--- src/rtl/servo_tracker_if.sv ---
// Handshake bundle between the colour-detect pipeline, the servo tracker and the pan servo driver.
interface servo_tracker_if;
  logic        i_valid;
  logic [15:0] i_xPos;
  logic        o_start;
  logic [31:0] o_pulseWidth;
  logic        i_done;
  logic        o_busy;
  logic [15:0] o_dropCount;

  modport master (
    output i_valid, i_xPos, i_done,
    input  o_start, o_pulseWidth, o_busy, o_dropCount
  );

  modport slave (
    input  i_valid, i_xPos, i_done,
    output o_start, o_pulseWidth, o_busy, o_dropCount
  );
endinterface

--- src/rtl/servo_tracker.sv ---
// Turns centroid X samples into clamped, proportional pulse-width commands for the pan servo driver.
// Samples arriving mid-command are held latest-wins in a single pending slot.
module servo_tracker #(
  parameter int T_CLK       = 10,
  parameter int IMG_WIDTH   = 640,
  parameter int DEADBAND    = 16,
  parameter int STEP_PER_PX = 156
) (
  input  logic         i_clk,
  input  logic         i_rstn,
  servo_tracker_if.slave bus
);

  localparam int C_NEUTRAL = 1500000 / T_CLK;
  localparam int C_MIN     = 1000000 / T_CLK;
  localparam int C_MAX     = 2000000 / T_CLK;

  localparam logic [15:0]        X_MAX    = 16'(IMG_WIDTH - 1);
  localparam logic signed [16:0] X_CENTRE = 17'(IMG_WIDTH / 2);
  localparam logic signed [16:0] DB_POS   = 17'(DEADBAND);
  localparam logic signed [16:0] DB_NEG   = 17'(-DEADBAND);
  localparam logic signed [32:0] NEUTRAL_S = 33'(C_NEUTRAL);
  localparam logic signed [32:0] MIN_S     = 33'(C_MIN);
  localparam logic signed [32:0] MAX_S     = 33'(C_MAX);
  localparam logic signed [32:0] STEP_S    = 33'(STEP_PER_PX);

  typedef enum logic [2:0] {IDLE, CALC, ISSUE, WAIT_ACK, WAIT_DONE} state_t;

  state_t             state;
  state_t             next_state;
  logic [15:0]        sample_x;
  logic [15:0]        pend_x;
  logic               pending;
  logic [15:0]        drop_count;
  logic [31:0]        pulse_width;
  logic [15:0]        x_clamped;
  logic signed [16:0] err;
  logic signed [32:0] prod;
  logic signed [32:0] pw_raw;
  logic [31:0]        pw_clamped;
  logic               in_deadband;
  logic               ret_idle;

  // Clamp happens on the full 33-bit signed sum so an overshoot can never wrap into range.
  always_comb begin
    x_clamped   = (sample_x > X_MAX) ? X_MAX : sample_x;
    err         = $signed({1'b0, x_clamped}) - X_CENTRE;
    prod        = $signed({{16{err[16]}}, err}) * STEP_S;
    pw_raw      = NEUTRAL_S + prod;
    in_deadband = (err <= DB_POS) && (err >= DB_NEG);
    if (pw_raw < MIN_S) begin
      pw_clamped = MIN_S[31:0];
    end else if (pw_raw > MAX_S) begin
      pw_clamped = MAX_S[31:0];
    end else begin
      pw_clamped = pw_raw[31:0];
    end
  end

  always_ff @(posedge i_clk or negedge i_rstn) begin
    if (!i_rstn) begin
      state <= IDLE;
    end else begin
      state <= next_state;
    end
  end

  // ret_idle marks the cycle a command (or a deadband sample) finishes and the pending slot is consulted.
  always_comb begin
    next_state = state;
    ret_idle   = 1'b0;
    case (state)
      IDLE:      if (bus.i_valid) next_state = CALC;
      CALC:      if (in_deadband) ret_idle = 1'b1; else next_state = ISSUE;
      ISSUE:     next_state = WAIT_ACK;
      WAIT_ACK:  if (!bus.i_done) next_state = WAIT_DONE;
      WAIT_DONE: if (bus.i_done) ret_idle = 1'b1;
      default:   next_state = IDLE;
    endcase
    if (ret_idle) begin
      next_state = (pending || bus.i_valid) ? CALC : IDLE;
    end
  end

  always_ff @(posedge i_clk or negedge i_rstn) begin
    if (!i_rstn) begin
      sample_x    <= '0;
      pend_x      <= '0;
      pending     <= 1'b0;
      drop_count  <= '0;
      pulse_width <= 32'(C_NEUTRAL);
    end else begin
      if (state == IDLE) begin
        if (bus.i_valid) sample_x <= bus.i_xPos;
      end else if (ret_idle && pending) begin
        sample_x <= pend_x;
        pending  <= bus.i_valid;
        if (bus.i_valid) pend_x <= bus.i_xPos;
      end else if (ret_idle && bus.i_valid) begin
        sample_x <= bus.i_xPos;
      end else if (bus.i_valid) begin
        pend_x  <= bus.i_xPos;
        pending <= 1'b1;
        if (pending && (drop_count != 16'hFFFF)) drop_count <= drop_count + 16'd1;
      end
      if ((state == CALC) && !in_deadband) pulse_width <= pw_clamped;
    end
  end

  assign bus.o_start      = (state == ISSUE);
  assign bus.o_busy       = (state != IDLE);
  assign bus.o_pulseWidth = pulse_width;
  assign bus.o_dropCount  = drop_count;

endmodule

--- src/flat_wrapper.sv ---
// flat-port wrapper written by rule: the top's interface ports become plain ports
module servo_tracker_flat 
#(
  parameter int T_CLK       = 10,
  parameter int IMG_WIDTH   = 640,
  parameter int DEADBAND    = 16,
  parameter int STEP_PER_PX = 156
)
  (i_clk, i_rstn, bus_i_valid, bus_i_xPos, bus_i_done, bus_o_start, bus_o_pulseWidth, bus_o_busy, bus_o_dropCount);
  servo_tracker_if bus_i ();
  input  logic i_clk;
  input  logic i_rstn;
  input wire logic [$bits(bus_i.i_valid)-1:0] bus_i_valid;
  input wire logic [$bits(bus_i.i_xPos)-1:0] bus_i_xPos;
  input wire logic [$bits(bus_i.i_done)-1:0] bus_i_done;
  output wire logic [$bits(bus_i.o_start)-1:0] bus_o_start;
  output wire logic [$bits(bus_i.o_pulseWidth)-1:0] bus_o_pulseWidth;
  output wire logic [$bits(bus_i.o_busy)-1:0] bus_o_busy;
  output wire logic [$bits(bus_i.o_dropCount)-1:0] bus_o_dropCount;
  assign bus_i.i_valid = bus_i_valid;
  assign bus_i.i_xPos = bus_i_xPos;
  assign bus_i.i_done = bus_i_done;
  assign bus_o_start = bus_i.o_start;
  assign bus_o_pulseWidth = bus_i.o_pulseWidth;
  assign bus_o_busy = bus_i.o_busy;
  assign bus_o_dropCount = bus_i.o_dropCount;
  servo_tracker #(.T_CLK(T_CLK), .IMG_WIDTH(IMG_WIDTH), .DEADBAND(DEADBAND), .STEP_PER_PX(STEP_PER_PX)) u_core (.i_clk(i_clk), .i_rstn(i_rstn), .bus(bus_i));
endmodule
--- config.mk ---
export PLATFORM = sky130hd
export DESIGN_NAME = servo_tracker_flat
export DESIGN_NICKNAME = d
export VERILOG_FILES = /design/src/rtl/servo_tracker_if.sv /design/src/rtl/servo_tracker.sv /design/src/flat_wrapper.sv
export SDC_FILE = /design/constraint.sdc
export NUM_CORES = 1
export LEC_CHECK = 0
export BUFFER_PORTS_ARGS = -buffer_cell sky130_fd_sc_hd__buf_2
export CORE_MARGIN = 3
export CORE_UTILIZATION = 45
export CTS_CLUSTER_DIAMETER = 50
export DETAILED_ROUTE_END_ITERATION = 16
export SYNTH_ARGS = -nofsm -noshare
export SYNTH_HDL_FRONTEND = slang
export SYNTH_SLANG_ARGS = --single-unit
--- constraint.sdc ---
create_clock -name i_clk -period 8.1 [get_ports i_clk]
set_input_delay 1.62 -clock i_clk [delete_from_list [all_inputs] [get_ports i_clk]]
set_output_delay 1.62 -clock i_clk [all_outputs]
set_load 0.01 [all_outputs]
==> flow_metrics.tcl, run 1 <==
set metrics [dict create \
    tns_ns 0 \
    cts.clk_slew.worst_paths_ns 0.07 \
    r2r_end "u_core.bus.o_pulseWidth[10]" \
    die_h_um 135 \
    r2r-start "u_core.sample_x[10]" \
    ys_top_cells_by_area "dfrtp_1, ha_1, fa_1" \
    fin_util_pct 52.0 \
    postPlaceCellArea_um2 8010 \
    layout_worst_path_cycle_share_pct 92.3 \
    setup_viol 0 \
    skew_ns 0.00916 \
    die_area_um2 18100 \
    nNetsFinal 984 \
    yosysMostFrequentCell "inv_1" \
    root_buffer "clkbuf_16" \
    synth_cell_types 91 \
    rows 46 \
    rr_worst_depth 26 \
    core_um2 16100 \
    clock_sinks 82 \
    ys_async_sr_fraction_pct 100 \
    rsz0062_at_grt "no" \
    initialDrtViolationCount 379 \
    synth_edf_count 0 \
    syn-cell-area_um2 7450 \
    syn_to_final_growth_pct 12.1 \
    synth-seq-cells 82 \
    worst_setup_path_start_kind "flip-flop" \
    finalMaxSlewViolations 0 \
    holdCritStartpoint "u_core.bus.o_pulseWidth[2]" \
    drv_cap 0 \
    finish.instance_area_um2 8350 \
    power.leakage_uw 0.00409 \
    arrival_ns 7.71 \
    synth_top_area_share_pct 24.8 \
    cts_buffers 9 \
    hold_viol_final 0 \
    n_antenna_cell 0 \
    powerDensity_nw_per_um2 229 \
    synthCells 795 \
    finalWirelength_um 16600 \
    grt_pass1_vias 5775 \
    min_period_ns 7.48 \
    portBuffers 67 \
    yosys.area.top_type "dfrtp_1" \
    clock_latency_ns 0.35 \
    route.antenna.remaining_nets 0 \
    crit_required_ns 8.33 \
    hold_class "flip-flop to flip-flop" \
    ctsHoldBuffers 0 \
    holdPathStages 2 \
    total_power_uw 1910 \
    fin_hold_ws_ns 0.477 \
    synth.top_cells.by_count "inv_1, ha_1, dfrtp_1, nor2_1, a21oi_1" \
    peakVddDrop_mv 0.206 \
    io_pins 70 \
    min_to "u_core.bus.o_pulseWidth[2]" \
    num_vias 5829 \
    outcome "complete, no violations" \
    wl_per_cell_um 15.4 \
    grt_max_degree 57 \
    firstDrtPassIters 4 \
    r2r_setup_slack_ns 0.62 \
    clockBufferDepth 2 \
    hpwl_um 13500 \
    fmax_mhz 134 \
    slew_headroom_pct 21.4 \
    worst_pin_slew_ns 1.18 \
    ys_seq_area_share_pct 27.7 \
    synth_flop_cell "dfrtp_1" \
    drc 0 \
    cpPeakStageDelay_ns 0.68 \
    grt_usage_pct 18.9 \
    critPathKind "flip-flop to flip-flop" \
    cts_tree "built" \
    grt_pass1_wl_um 28100 \
    yosysWarnings 0 \
    htree_levels 3 \
    start_util_pct 46.4 \
    die_w_um 135 \
    layout-drive-gt1-share_pct 19.2 \
    gp_congestion 0.913 \
    worstSetupEndpointType "flip-flop" \
    nFillCells 1458 \
    crit_slowest_cell "nor3_2" \
    synth_area_per_cell_um2 9.38 \
    via_per_inst 5.40 \
    crit_path_max_fanout 14 \
    cpMostUsedCell "ha_1" \
    grt-ovfl-total 0 \
    antenna_found_initial 0 \
]
-- area by class of cell --
class,count,area (µm²),share of cell area [%]
Multi-Input combinational cell,592,4920,58.9
Tap cell,216,270,3.23
Inverter,97,364,4.36
Timing Repair Buffer,77,413,4.94
Sequential cell,82,2060,24.7
Clock buffer,9,225,2.70
Clock inverter,7,95.1,1.14
-- critical path, delay by kind of cell, from the launching register on --
family / cells / cell delay (ns)
xor+xnor: 1 / 0.20
buf+inv: 5 / 0.66
simple gates: 7 / 2.40
fa+ha+maj: 6 / 2.17
compound gates: 7 / 1.52
flops: 1 / 0.39
-- repair_timing --
action / in CTS / in global routing
endpoints found under the setup margin: 0 / 16
setup buffers: 0 / 1
gates resized for setup: 0 / 4
-- stage by stage --
step                cells  setup slack [ns]
finish               1080             0.622
global placement     1063             0.458
CTS                  1079             0.111
global route         1080            0.0350
detailed placement   1063             0.173
floorplan             796             0.937
-- logic make-up (layout without fill, tap and decap cells) --
family	count (synthesis)	count (layout)	synth area share, %
buffers and inverters	122	190	6.58
adders and majority gates	106	106	20.7
AOI/OAI and AO/OA	169	169	17.0
muxes	38	38	5.41
other	1	2	0.0503
xor gates and xnor gates	45	45	5.49
and+or+nand+nor	232	232	17.2
DFF	82	82	27.7
-- flip-flops by register name (all words and copies together), names as in the netlist --
signal / cells
u_core.pend_x: 16
u_core.bus.o_pulseWidth: 30
u_core.state: 3
u_core.sample_x: 16
u_core.pending: 1
u_core.bus.o_dropCount: 16
-- worst max path at each step --
stage                   startpoint                     endpoint  slack (ns)
2_1_floorplan  u_core.sample_x[10]  u_core.bus.o_pulseWidth[10]        0.94
3_3_place_gp   u_core.sample_x[10]  u_core.bus.o_pulseWidth[10]        0.46
3_5_place_dp   u_core.sample_x[10]  u_core.bus.o_pulseWidth[10]        0.17
4_1_cts        u_core.sample_x[10]  u_core.bus.o_pulseWidth[10]        0.11
5_1_grt        u_core.sample_x[10]  u_core.bus.o_pulseWidth[10]        0.04
6_report       u_core.sample_x[10]  u_core.bus.o_pulseWidth[10]        0.62
-- per-layer routing --
metal | part of all wire [%] | track usage [%] | up-vias
met1 | 47 | 25.0 | 2780
met4 | 1.6 | 5.49 | 0
met2 | 48 | 31.8 | 104
met5 | 0 | 0 | -
li1 | - | - | 2925
met3 | 3.4 | 3.32 | 20
-- report_power, final --
group | internal, µW | leakage, µW | total, µW | switching [µW]
Clock | 248 | 0.000157 | 434 | 186
Sequential | 558 | 0.000992 | 657 | 98.4
Combinational | 358 | 0.00294 | 820 | 462
Total | 1160 | 0.00409 | 1910 | 746
-- cells in the final DEF (no fill, tap or decap), types with 5 or more instances in the layout --
cell / instances
inv_1: 96
a31oi_1: 5
o21ai_0: 25
and3_1: 5
nand2b_1: 13
buf_2: 66
a211oi_1: 7
xor2_1: 17
buf_4: 11
or3_1: 12
nor2b_1: 6
nand4_1: 10
nor3_1: 15
dfrtp_1: 74
and2_1: 20
clkbuf_16: 9
mux2i_1: 20
ha_1: 76
o21a_1: 6
nand2_1: 34
mux2_2: 18
a21oi_1: 40
a21o_1: 7
fa_1: 29
o211ai_1: 6
xnor2_1: 26
a21oi_2: 6
nand3_1: 22
nor2_1: 57
dfstp_2: 8
Note: power is estimated with default switching activity, not from simulation.
==> inputs of run 2 (changes only) <==
--- a/config.mk
+++ b/config.mk
@@ -6,8 +6,8 @@
 export NUM_CORES = 1
 export LEC_CHECK = 0
 export BUFFER_PORTS_ARGS = -buffer_cell sky130_fd_sc_hd__buf_2
-export CORE_MARGIN = 3
-export CORE_UTILIZATION = 45
+export CORE_MARGIN = 2
+export CORE_UTILIZATION = 44
 export CTS_CLUSTER_DIAMETER = 50
 export DETAILED_ROUTE_END_ITERATION = 16
 export SYNTH_ARGS = -nofsm -noshare
==> run 2 against run 1 <==
  * First-iteration DRC count is 26% lower
  * Die area shrank 0.81%
  * Sequential share of layout area fell by 0.10 points
  * Global-route usage decreased by 0.42 points
  * Non-clock buffer count is the same
  * Register-to-register slack got worse by 0.04 ns
  * Critical endpoint unchanged
  * Largest cell class unchanged
==> flow_metrics.tcl, run 2 (synthesized netlist as in run 1, its figures left out) <==
set metrics [dict create \
    outcome "complete, no violations" \
    drv_cap 0 \
    rows 47 \
    fin_util_pct 50.6 \
    num_vias 5708 \
    postPlaceCellArea_um2 8010 \
    worst_setup_path_start_kind "flip-flop" \
    syn_to_final_growth_pct 12.6 \
    holdPathStages 1 \
    cts_buffers 9 \
    final_common_cell "inv_1" \
    finish.instance_area_um2 8390 \
    cts_tree "built" \
    grt_usage_pct 18.4 \
    core_um2 16600 \
    cpPeakStageDelay_ns 0.54 \
    die_w_um 134 \
    root_buffer "clkbuf_16" \
    grt_max_degree 60 \
    clock_sinks 82 \
    via_per_inst 5.27 \
    rsz0062_at_grt "no" \
    cpMostUsedCell "ha_1" \
    holdCritStartpoint "u_core.bus.o_pulseWidth[21]" \
    io_pins 70 \
    power.leakage_uw 0.00411 \
    die_area_um2 18000 \
    clock_latency_ns 0.34 \
    grt-ovfl-total 0 \
    most-common-layout-cells "inv_1, ha_1, dfrtp_1" \
    wl_per_cell_um 14.8 \
    initialDrtViolationCount 281 \
    arrival_ns 7.74 \
    r2r_end "u_core.bus.o_pulseWidth[10]" \
    grt_pass1_wl_um 27100 \
    hold_class "flip-flop to flip-flop" \
    gp_congestion 0.823 \
    firstDrtPassIters 4 \
    finalMaxSlewViolations 0 \
    start_util_pct 44.9 \
    worstSetupEndpointType "flip-flop" \
    crit_slowest_cell "fa_1" \
    min_to "u_core.bus.o_pulseWidth[21]" \
    tns_ns 0 \
    fmax_mhz 133 \
    crit_path_max_fanout 9 \
    largest_reg_flops 30 \
    antenna_found_initial 0 \
    die_h_um 134 \
    r2r_setup_slack_ns 0.58 \
    slew_headroom_pct 32.9 \
    htree_levels 3 \
    critPathKind "flip-flop to flip-flop" \
    setup_viol 0 \
    skew_ns 0.0127 \
    finalWirelength_um 16000 \
    nNetsFinal 984 \
    portBuffers 67 \
    grt_pass1_vias 5479 \
    rr_worst_depth 25 \
    drc 0 \
    cts.clk_slew.worst_paths_ns 0.06 \
    peakVddDrop_mv 0.221 \
    nFillCells 1629 \
    worst_pin_slew_ns 1.00 \
    layout_worst_path_cycle_share_pct 92.9 \
    min_period_ns 7.52 \
    r2r-start "u_core.sample_x[10]" \
    layout-drive-gt1-share_pct 19.4 \
    n_antenna_cell 0 \
    hpwl_um 12800 \
    route.antenna.remaining_nets 0 \
    powerDensity_nw_per_um2 228 \
    clockBufferDepth 2 \
    crit_required_ns 8.32 \
    hold_viol_final 0 \
]
==> run 2: changes by cell type in the layout (fill, tap and decap cells not counted), sizes merged <==
cell      before  now
inv          100   98
clkinvlp       0    1
bufinv         1    2
==> run 2: timing repair <==
| item | 4_1_cts | 5_1_grt |
|---|---|---|
| setup buffers | 0 | 2 |
| endpoints found under the setup margin | 0 | 16 |
| gates resized for setup | 0 | 7 |
| hold buffers | 0 | 0 |
==> run 2: cell type report <==
class	instances	area [µm²]	area share (%)
Sequential cell	82	2060	24.6
Clock inverter	7	101	1.21
Clock buffer	9	225	2.68
Inverter	97	364	4.34
Tap cell	220	275	3.28
Timing Repair Buffer	77	413	4.92
Multi-Input combinational cell	592	4950	59.0
==> run 2: how the worst max path moves through the flow <==
stage,slack [ns],startpoint,to,depth (start not counted)
final,0.58,u_core.sample_x[10],u_core.bus.o_pulseWidth[10],25
after global routing,0.02,u_core.sample_x[10],u_core.bus.o_pulseWidth[10],25
after CTS,0.19,u_core.sample_x[10],u_core.bus.o_pulseWidth[10],25
after detailed placement,0.19,u_core.sample_x[10],u_core.bus.o_pulseWidth[10],25
after global placement,0.42,u_core.sample_x[10],u_core.bus.o_pulseWidth[10],25
after floorplan,0.94,u_core.sample_x[10],u_core.bus.o_pulseWidth[10],27
==> run 2: worst max-delay path: cells and delay by family, from the launching register on <==
kind	cells	cell delay, ns
compound gates	6	1.65
fa+ha+maj	6	2.32
buf+inv	4	0.49
flops	1	0.39
simple gates	9	2.55
==> run 2: power by group <==
group	total (µW)	internal (µW)	switching [µW]	leakage (µW)
Clock	444	273	171	0.000158
Combinational	818	359	458	0.00296
Sequential	655	558	96.2	0.000992
Total	1920	1190	725	0.00411
==> run 2: stage by stage <==
step / setup WS (ns) / power (µW) / cells / hold WS (ns)
finish: 0.579 / 1920 / 1084 / 0.478
global route: 0.0198 / 2070 / 1084 / 0.494
CTS: 0.192 / 1930 / 1082 / 0.485
detailed placement: 0.190 / 1480 / 1066 / 0.467
global placement: 0.418 / 1470 / 1066 / 0.463
floorplan: 0.937 / 1270 / 796 / 0.479
==> run 2: layer usage <==
metal  global-route usage, %  vias to the layer above  share of wire (%)
met1                    26.1                     2685                 50
met4                    5.15                        0                1.8
met3                    3.25                       19                2.9
li1                        -                     2918                  -
met5                       0                        -                  0
met2                    29.2                       86                 45
